## config.mk

```make
export PLATFORM = sky130hd
export DESIGN_NAME = pipe_stage_reg_flat
export DESIGN_NICKNAME = d
export VERILOG_FILES = /design/src/rtl/pipe_pkg.sv /design/src/rtl/pipe_stage_reg_if.sv /design/src/rtl/pipe_stage_reg_slot.sv /design/src/rtl/pipe_stage_reg.sv /design/src/flat_wrapper.sv
export SDC_FILE = /design/constraint.sdc
export NUM_CORES = 1
export LEC_CHECK = 0
export BUFFER_PORTS_ARGS = -buffer_cell sky130_fd_sc_hd__clkbuf_2
export CELL_PAD_IN_SITES_DETAIL_PLACEMENT = 0
export CELL_PAD_IN_SITES_GLOBAL_PLACEMENT = 1
export CORE_ASPECT_RATIO = 1.4
export CORE_MARGIN = 4
export CORE_UTILIZATION = 34
export DETAILED_ROUTE_END_ITERATION = 6
export PLACE_DENSITY = 0.75
export SLEW_MARGIN = 20
export SYNTH_ARGS = -nofsm -noshare
export SYNTH_HDL_FRONTEND = slang
export SYNTH_SLANG_ARGS = --single-unit
```

## constraint.sdc

```tcl
create_clock -name clk -period 1.65 [get_ports clk]
set_input_delay 0.33 -clock clk [delete_from_list [all_inputs] [get_ports clk]]
set_output_delay 0.33 -clock clk [all_outputs]
set_load 0.02 [all_outputs]
```

## src/rtl/pipe_pkg.sv

```systemverilog
// Shared types and default widths for the handshaked pipeline-stage registers.
// Default widths describe the MEM/WB bundle of the CPU datapath.
package pipe_pkg;

  typedef logic [1:0] occ_t;

  localparam occ_t OCC_EMPTY = 2'd0;
  localparam occ_t OCC_ONE   = 2'd1;
  localparam occ_t OCC_FULL  = 2'd2;

  localparam int MEMWB_DATA_W   = 101;
  localparam int MEMWB_CTRL_W   = 4;
  localparam int STALL_CNT_W_DF = 16;

  function automatic occ_t occ_count(input logic main_valid, input logic skid_valid);
    return (main_valid && skid_valid) ? OCC_FULL :
           (main_valid || skid_valid) ? OCC_ONE  : OCC_EMPTY;
  endfunction

endpackage

```

## src/rtl/pipe_stage_reg_if.sv

```systemverilog
// Valid/ready stage bus: upstream and downstream handshakes, flush and status.
// The master drives the stimulus side, the slave is the stage register.
interface pipe_stage_reg_if
  import pipe_pkg::*;
#(
  parameter int DATA_W      = MEMWB_DATA_W,
  parameter int CTRL_W      = MEMWB_CTRL_W,
  parameter int STALL_CNT_W = STALL_CNT_W_DF
);
  logic                   flush;
  logic                   in_valid;
  logic                   in_ready;
  logic [DATA_W-1:0]      in_data;
  logic [CTRL_W-1:0]      in_ctrl;
  logic                   out_valid;
  logic                   out_ready;
  logic [DATA_W-1:0]      out_data;
  logic [CTRL_W-1:0]      out_ctrl;
  occ_t                   occupancy;
  logic [STALL_CNT_W-1:0] stall_cnt;

  modport master (
    output flush, in_valid, in_data, in_ctrl, out_ready,
    input  in_ready, out_valid, out_data, out_ctrl, occupancy, stall_cnt
  );

  modport slave (
    input  flush, in_valid, in_data, in_ctrl, out_ready,
    output in_ready, out_valid, out_data, out_ctrl, occupancy, stall_cnt
  );
endinterface

```

## src/rtl/pipe_stage_reg_slot.sv

```systemverilog
// pipe_slot: one pipeline entry, a valid flag plus a payload register.
// Clear only drops the valid flag; the payload is kept until the next load.
module pipe_slot #(
  parameter int W = 8
) (
  input  logic         clk,
  input  logic         rst_n,
  input  logic         load_i,
  input  logic         clr_i,
  input  logic [W-1:0] d_i,
  output logic         valid_o,
  output logic [W-1:0] q_o
);

  logic         valid_q, valid_d;
  logic [W-1:0] data_q, data_d;

  // NOTE: defaults first so every path assigns every output and no latch is inferred.
  always_comb begin
    valid_d = valid_q;
    data_d  = data_q;
    if (clr_i) begin
      valid_d = 1'b0;
    end else if (load_i) begin
      valid_d = 1'b1;
      data_d  = d_i;
    end
  end

  // NOTE: sequential state uses non-blocking assignments so all flops update together.
  // NOTE: the payload is reset too, so out_data reads 0 after reset rather than X.
  always_ff @(posedge clk or negedge rst_n) begin
    if (!rst_n) begin
      valid_q <= 1'b0;
      data_q  <= '0;
    end else begin
      valid_q <= valid_d;
      data_q  <= data_d;
    end
  end

  assign valid_o = valid_q;
  assign q_o     = data_q;

endmodule

```

## src/rtl/pipe_stage_reg.sv

```systemverilog
// Handshaked pipeline-stage register with flush, bubble-safe control and stall counter.
// Define PIPE_SKID_EN for the 2-entry skid build with a registered in_ready.
module pipe_stage_reg
  import pipe_pkg::*;
#(
  parameter int DATA_W      = MEMWB_DATA_W,
  parameter int CTRL_W      = MEMWB_CTRL_W,
  parameter int STALL_CNT_W = STALL_CNT_W_DF
) (
  input logic             clk,
  input logic             rst_n,
  pipe_stage_reg_if.slave bus
);

  localparam int W = DATA_W + CTRL_W;

  logic         main_valid, main_load, main_clr;
  logic [W-1:0] main_q, main_din;
  logic         xfer_in, xfer_out;

  assign xfer_in  = bus.in_valid && bus.in_ready;
  assign xfer_out = main_valid && bus.out_ready;

`ifdef PIPE_SKID_EN
  logic         skid_valid, skid_load, skid_clr;
  logic [W-1:0] skid_q;

  // in_ready comes straight from the skid flop: no path from out_ready.
  assign bus.in_ready = !skid_valid;

  // Main refills from skid first so order stays FIFO; skid only catches a
  // beat arriving while main is full and not draining.
  assign main_load = (skid_valid && xfer_out) || (xfer_in && (!main_valid || xfer_out));
  assign main_din  = skid_valid ? skid_q : {bus.in_data, bus.in_ctrl};
  assign main_clr  = bus.flush || (xfer_out && !main_load);
  assign skid_load = xfer_in && main_valid && !xfer_out;
  assign skid_clr  = bus.flush || (skid_valid && xfer_out);

  pipe_slot #(.W(W)) u_skid (
    .clk     (clk),
    .rst_n   (rst_n),
    .load_i  (skid_load),
    .clr_i   (skid_clr),
    .d_i     ({bus.in_data, bus.in_ctrl}),
    .valid_o (skid_valid),
    .q_o     (skid_q)
  );

  assign bus.occupancy = occ_count(main_valid, skid_valid);
`else
  assign bus.in_ready  = !main_valid || bus.out_ready;
  assign main_load     = xfer_in;
  assign main_din      = {bus.in_data, bus.in_ctrl};
  assign main_clr      = bus.flush || (xfer_out && !xfer_in);
  assign bus.occupancy = occ_count(main_valid, 1'b0);
`endif

  // Flush reaches the slot as clear, which outranks load and drops the input.
  pipe_slot #(.W(W)) u_main (
    .clk     (clk),
    .rst_n   (rst_n),
    .load_i  (main_load),
    .clr_i   (main_clr),
    .d_i     (main_din),
    .valid_o (main_valid),
    .q_o     (main_q)
  );

  assign bus.out_valid = main_valid;
  assign bus.out_data  = main_q[W-1:CTRL_W];
  assign bus.out_ctrl  = main_valid ? main_q[CTRL_W-1:0] : '0;

  logic [STALL_CNT_W-1:0] stall_q, stall_d;

  always_comb begin
    stall_d = stall_q;
    if (main_valid && !bus.out_ready && (stall_q != '1)) stall_d = stall_q + 1'b1;
  end

  always_ff @(posedge clk or negedge rst_n) begin
    if (!rst_n) stall_q <= '0;
    else        stall_q <= stall_d;
  end

  assign bus.stall_cnt = stall_q;

endmodule

```

## src/flat_wrapper.sv

```systemverilog
// flat-port wrapper written by rule: the top's interface ports become plain ports
module pipe_stage_reg_flat import pipe_pkg::*;
#(
  parameter int DATA_W      = MEMWB_DATA_W,
  parameter int CTRL_W      = MEMWB_CTRL_W,
  parameter int STALL_CNT_W = STALL_CNT_W_DF
)
  (clk, rst_n, bus_flush, bus_in_valid, bus_in_data, bus_in_ctrl, bus_out_ready, bus_in_ready, bus_out_valid, bus_out_data, bus_out_ctrl, bus_occupancy, bus_stall_cnt);
  pipe_stage_reg_if #(.DATA_W(DATA_W), .CTRL_W(CTRL_W), .STALL_CNT_W(STALL_CNT_W)) bus_i ();
  input logic clk;
  input logic rst_n;
  input wire logic [$bits(bus_i.flush)-1:0] bus_flush;
  input wire logic [$bits(bus_i.in_valid)-1:0] bus_in_valid;
  input wire logic [$bits(bus_i.in_data)-1:0] bus_in_data;
  input wire logic [$bits(bus_i.in_ctrl)-1:0] bus_in_ctrl;
  input wire logic [$bits(bus_i.out_ready)-1:0] bus_out_ready;
  output wire logic [$bits(bus_i.in_ready)-1:0] bus_in_ready;
  output wire logic [$bits(bus_i.out_valid)-1:0] bus_out_valid;
  output wire logic [$bits(bus_i.out_data)-1:0] bus_out_data;
  output wire logic [$bits(bus_i.out_ctrl)-1:0] bus_out_ctrl;
  output wire logic [$bits(bus_i.occupancy)-1:0] bus_occupancy;
  output wire logic [$bits(bus_i.stall_cnt)-1:0] bus_stall_cnt;
  assign bus_i.flush = bus_flush;
  assign bus_i.in_valid = bus_in_valid;
  assign bus_i.in_data = bus_in_data;
  assign bus_i.in_ctrl = bus_in_ctrl;
  assign bus_i.out_ready = bus_out_ready;
  assign bus_in_ready = bus_i.in_ready;
  assign bus_out_valid = bus_i.out_valid;
  assign bus_out_data = bus_i.out_data;
  assign bus_out_ctrl = bus_i.out_ctrl;
  assign bus_occupancy = bus_i.occupancy;
  assign bus_stall_cnt = bus_i.stall_cnt;
  pipe_stage_reg #(.DATA_W(DATA_W), .CTRL_W(CTRL_W), .STALL_CNT_W(STALL_CNT_W)) u_core (.clk(clk), .rst_n(rst_n), .bus(bus_i));
endmodule
```

# ---- After elaboration in Yosys (flattened, before gate mapping)
# Index checks and enable logic that the tools add are counted.
dict set report totals {
  regBits 122
}
dict set report op_classes {
  n_mux 4
  n_bitwise 1
  addsub 1
  n_eq_ne 1
  reduce_logical 12
}
# cell n
set ops {}
lappend ops {{adder 16 x 1 -> 16 bit, second input constant} 1}
lappend ops {{inequality test 16 bit, second input constant} 1}
lappend ops {{logical AND 1 bit} 5}
lappend ops {{two-way mux 4 bit} 1}
lappend ops {{logical NOT 1 bit} 3}
lappend ops {{two-way mux 1 bit} 3}
lappend ops {{logical OR 1 bit} 2}
lappend ops {{AND reduction 2 bit} 1}
lappend ops {{nonzero test 2 bit} 1}
lappend ops {{NOT 1 bit} 1}

# ---- Logic depth before layout (Yosys ltp)
dict set report logic_depth {
  depth_word 8
  mapped_depth 6
}

# ---- Hierarchy
# Synthesis repeated with hierarchy kept, for this count alone.
dict set report unflattened {
  cells_unflattened 312
  hier_area_um2 5112.4
}
# mod cells_each instances area_per_inst_um2 seq_area_each_um2
set by_module_without_submodules {}
lappend by_module_without_submodules {pipe_slot 226 1 4200.3 2652.5}
lappend by_module_without_submodules {pipe_stage_reg 86 1 912.1 400.4}

# ---- Worst setup path after synthesis
# OpenSTA, ideal clock, no wires.
dict set report synth_timing {
  path_type {register -> register}
  start {register u_core.stall_q[0], in the netlist u_core.bus.stall_cnt[0]}
  end {register u_core.stall_q[1], in the netlist u_core.bus.stall_cnt[1]}
  arrival_ps 1768
  slack_ps -245
  synth_period_minus_slack_ps 1895
  path_stages_with_launch 6
  setup_time_ps 128
  path_cell_list {dfrtp_1 > ha_1 > nand4_2 > nor4_4 > nor2_1 > mux2_1}
}
dict set report synth_between {
  elab_chain_cells 2
  elab_cells_between_ends 3
  classes_between {add/sub (1); eq/ne (1); reduce/logical (1)}
}
# item line
set synth_rtl {}
lappend synth_rtl {{start, declared} pipe_stage_reg.sv:73} ;# logic [STALL_CNT_W-1:0] stall_q, stall_d;
lappend synth_rtl {{start signal, assigned} pipe_stage_reg.sv:82} ;# else stall_q <= stall_d;
lappend synth_rtl {{branches (longest 2 deep; another with adder 16 x 1 -> 16 bit)} n/a}
# Parallel ways; which one is timed is not known.
# A chain may end at the register's enable or synchronous reset.

# ---- Worst setup path in the final report
dict set report layout_timing {
  start {register u_core.u_main.valid_q, in the netlist u_core.u_main.valid_o}
  end {register u_core.u_main.data_q[80], in the netlist u_core.u_main.q_o[80]}
}
dict set report layout_between {
  elab_chain_cells 8
  elab_cells_between_ends 9
  classes_between {bitwise (1); reduce/logical (8)}
}
# item line
set layout_rtl {}
lappend layout_rtl {{start, declared} pipe_stage_reg_slot.sv:15} ;# logic valid_q, valid_d;
lappend layout_rtl {{start signal, assigned} pipe_stage_reg_slot.sv:37} ;# valid_q <= valid_d;
lappend layout_rtl {{logical NOT 1 bit} pipe_stage_reg.sv:51} ;# assign bus.in_ready = !main_valid || bus.out_ready;
lappend layout_rtl {{logical OR 1 bit} pipe_stage_reg.sv:51}
lappend layout_rtl {{logical AND 1 bit} pipe_stage_reg.sv:21} ;# assign xfer_in = bus.in_valid && bus.in_ready;
lappend layout_rtl {{logical NOT 1 bit} pipe_stage_reg.sv:54} ;# assign main_clr = bus.flush || (xfer_out && !xfer_in);
lappend layout_rtl {{logical AND 1 bit} pipe_stage_reg.sv:54}
lappend layout_rtl {{logical OR 1 bit} pipe_stage_reg.sv:54}
lappend layout_rtl {{NOT 1 bit (no line)} n/a}
lappend layout_rtl {{AND reduction 2 bit (no line) (*)} n/a}
lappend layout_rtl {{end signal, assigned} pipe_stage_reg_slot.sv:38} ;# data_q <= data_d;
lappend layout_rtl {{end, declared} pipe_stage_reg_slot.sv:16} ;# logic [W-1:0] data_q, data_d;
# Mark *: on every way between the ends. The rest lies on a longest branch, timed or not.

==> reports/summary.txt <==
Status = finished, violations left
Failing checks = hold timing, setup timing
Vias in the first global route = 3,895
Clock skew = 11.9 ps
Period utilization = 1.05
Worst EP arrival = 2020 ps
Clock Latency Late Sink = 410 ps
Top cell type's share of synthesized area = 0.550
Mean Syn Cell Area = 13.7 um2
Die area = 18,500 um2
Antenna Cells = 0
CP required = 1930 ps
Nets = 698
Pleak = 3.89 nW
RD Place Congestion = 0.744
Hold Vio Cnt, Final = 23
Die Height = 159 um
Io pins = 235
Cts hold-fix bufs = 0
HPWL Detailed = 9100 um
Worst R2R Start = u_core.u_main.valid_o$_DFFE_PN0P_
Global route total overflow = 0
CTS root buf = clkbuf_16
Tightest Pin Transition = 749 ps
Syn nets = 515
# DRC = 0
Setup crit start kind = register
Antenna-violating nets left = 0
Largest net degree at the start of global routing = 123
Unique masters post-synth = 33
Clock slew at reported path FFs = 60 ps
Initial Util = 0.345
IO Port Bufs = 233
Final setup margin = -83.9 ps
Via-to-Cell Ratio = 4.52
Min-delay worst type = in -> async
Area of the multi-input gates = 1990 um2
P&R area growth vs syn = 38.2%
R2r setup slk = -80 ps
Post-synthesis cell count = 404
Flops & latches, synth = 122
Fin crit period = 1730 ps
First-pass GRT wire length = 19,100 um
GRT Util Overall = 0.132
Slew headroom = 0.501
Top-count cell post-synth = dfrtp_1
EDFF count, synth = 0
Post-synth ARST share = 1.00
RSZ-0062 raised after global routing = true
Critical path fanouts, max = 7
Post-synthesis instance area = 5550 um2
H-tree depth = 4
Placed cells = 750
Clock Path Buffers = 2
Max Fclk = 577 MHz
Reg2reg end = u_core.u_main.q_o[80]$_DFFE_PN0P_
Worst r2r path cells = 6
Final Max Slew Viols = 0
DRT Wirelength = 13,400 um
Via count of the routed design = 3,610
Hold_ws = -83.4 ps
Pre-CTS setup slack = -113 ps
Non-filler instance count after layout = 799
Dominant cells by area after synthesis = dfrtp_1 (55%), buf_4 (14%), mux2_1 (11%)
Core Box Area = 16,100 um2
Number of max-cap violations = 0
Predominant post-synthesis flop cell = dfrtp_1
Storage element area = 3070 um2
Kind of critical path = reg -> reg
Num Clock Sinks = 122
Yosys warnings = 0
# rows = 55
WL/cell = 16.8 um
Initial antenna violation count = 4
Die Wd = 116 um
CTS tree = yes
CTS buffer count = 17
Layout cells sized above 1 = 0.705
Crit end category = register
Drt pass-1 iters = 3
Synth area leader = dfrtp_1
Setup violations, final = 106
VDD IR max = 803 uV
Top post-synthesis cells by count = dfrtp_1 (122), buf_4 (106), mux2_1 (56), mux2_2 (50), xor2_1 (11)
Layout filler cell count = 1,498
DR iter-0 viols = 95
Pwr/cell area = 1300 nW/um2
Post-synthesis sequential area ratio = 0.550
==> cell type report <==
| type | instances | area share |
|---|---|---|
| Clock buffer | 23 | 0.0597 |
| Clock inverter | 9 | 0.0129 |
| Inverter | 2 | 0.00131 |
| Multi-Input combinational cell | 165 | 0.259 |
| Sequential cell | 122 | 0.400 |
| Tap cell | 199 | 0.0325 |
| Timing Repair Buffer | 279 | 0.235 |
==> flip-flops by register name, indices dropped and copies added, names as in the netlist <==
register and flops:
u_core.u_main.q_o 105, u_core.bus.stall_cnt 16, u_core.u_main.valid_o 1
==> how the worst max path moves through the flow <==
stage                                                 start                                    to  slack, ps  cells after the start
final                     u_core.u_main.valid_o$_DFFE_PN0P_     u_core.u_main.q_o[80]$_DFFE_PN0P_        -80                      6
after global routing      u_core.u_main.valid_o$_DFFE_PN0P_     u_core.u_main.q_o[74]$_DFFE_PN0P_       -130                      6
after CTS                 u_core.u_main.valid_o$_DFFE_PN0P_     u_core.u_main.q_o[17]$_DFFE_PN0P_        -80                      5
after detailed placement                      bus_out_ready  u_core.bus.stall_cnt[15]$_DFFE_PN0P_       -110                      6
after global placement                        bus_out_ready     u_core.u_main.q_o[17]$_DFFE_PN0P_        -90                      6
after floorplan           u_core.u_main.valid_o$_DFFE_PN0P_     u_core.u_main.q_o[32]$_DFFE_PN0P_        -20                      5
==> cells by family (layout without fill, tap and decap cells) <==
family / count (synthesis) / after routing / share of synthesized area
AO/OA/AOI/OAI: 3 / 3 / 0.00316
adder cells (fa/ha/maj): 1 / 1 / 0.00225
AND/OR/NAND/NOR: 41 / 41 / 0.0541
other: 1 / 1 / 0.000676
buffers and inverters: 117 / 313 / 0.154
multiplexers: 106 / 106 / 0.215
flip-flops: 122 / 122 / 0.550
XOR/XNOR: 13 / 13 / 0.0205
==> metal layers <==
layer,GRT usage,vias to the layer above,part of all wire
met5,0,-,0.0034
met4,0.0475,8,0.013
met3,0.0582,21,0.090
met2,0.229,139,0.51
met1,0.139,1799,0.38
li1,-,1643,-
==> cell usage in the layout (no fill, tap or decap), drive strengths merged, types with 2 or more instances in the layout <==
cell type | Yosys | routed
nor4b | 2 | 2
buf | 115 | 42
nor3 | 5 | 5
xnor2 | 2 | 2
clkbuf | 0 | 260
nand3 | 4 | 4
clkinv | 0 | 7
dfrtp | 122 | 122
o21ai | 2 | 2
nor4 | 4 | 4
and2 | 4 | 4
nor3b | 3 | 3
nor2 | 6 | 6
mux2 | 106 | 106
nand2 | 3 | 3
nand4 | 6 | 6
inv | 2 | 2
bufinv | 0 | 2
xor2 | 11 | 11
==> where the power goes <==
part,internal (W),switching [W]
sequential,0.00352,0.000347
clock,0.00225,0.00128
combinational,0.00124,0.00132
total,0.00700,0.00295
==> stage by stage <==
stage	setup TNS [ps]	hold slack (ps)	area [um2]	util	power (W)
5_1_grt	-9630	52.4	7670	0.476	0.0104
4_1_cts	-3720	37.8	7030	0.436	0.00964
6_report	-4720	-83.4	7670	0.476	0.00994
2_1_floorplan	-1120	34.4	5600	-	0.00565
3_5_place_dp	-6980	474	6420	0.399	0.00605
3_3_place_gp	-6680	468	6420	0.399	0.00598
==> timing repair <==
item | in CTS | in global routing
endpoints found under the setup margin | 100 | 110
gates resized for setup | 3 | 104
pin swaps | 0 | 4
setup buffers | 3 | 6
gates cloned | 0 | 8
==> worst max-delay path, cell delays in order, from the launching register on <==
cell and delay [ps]:
dfrtp_2 400, and2b_4 190, nor3b_4 230, buf_12 150, buf_12 160, clkbuf_16 170
mux2_4 290
Power figures use the tool's default switching activity.
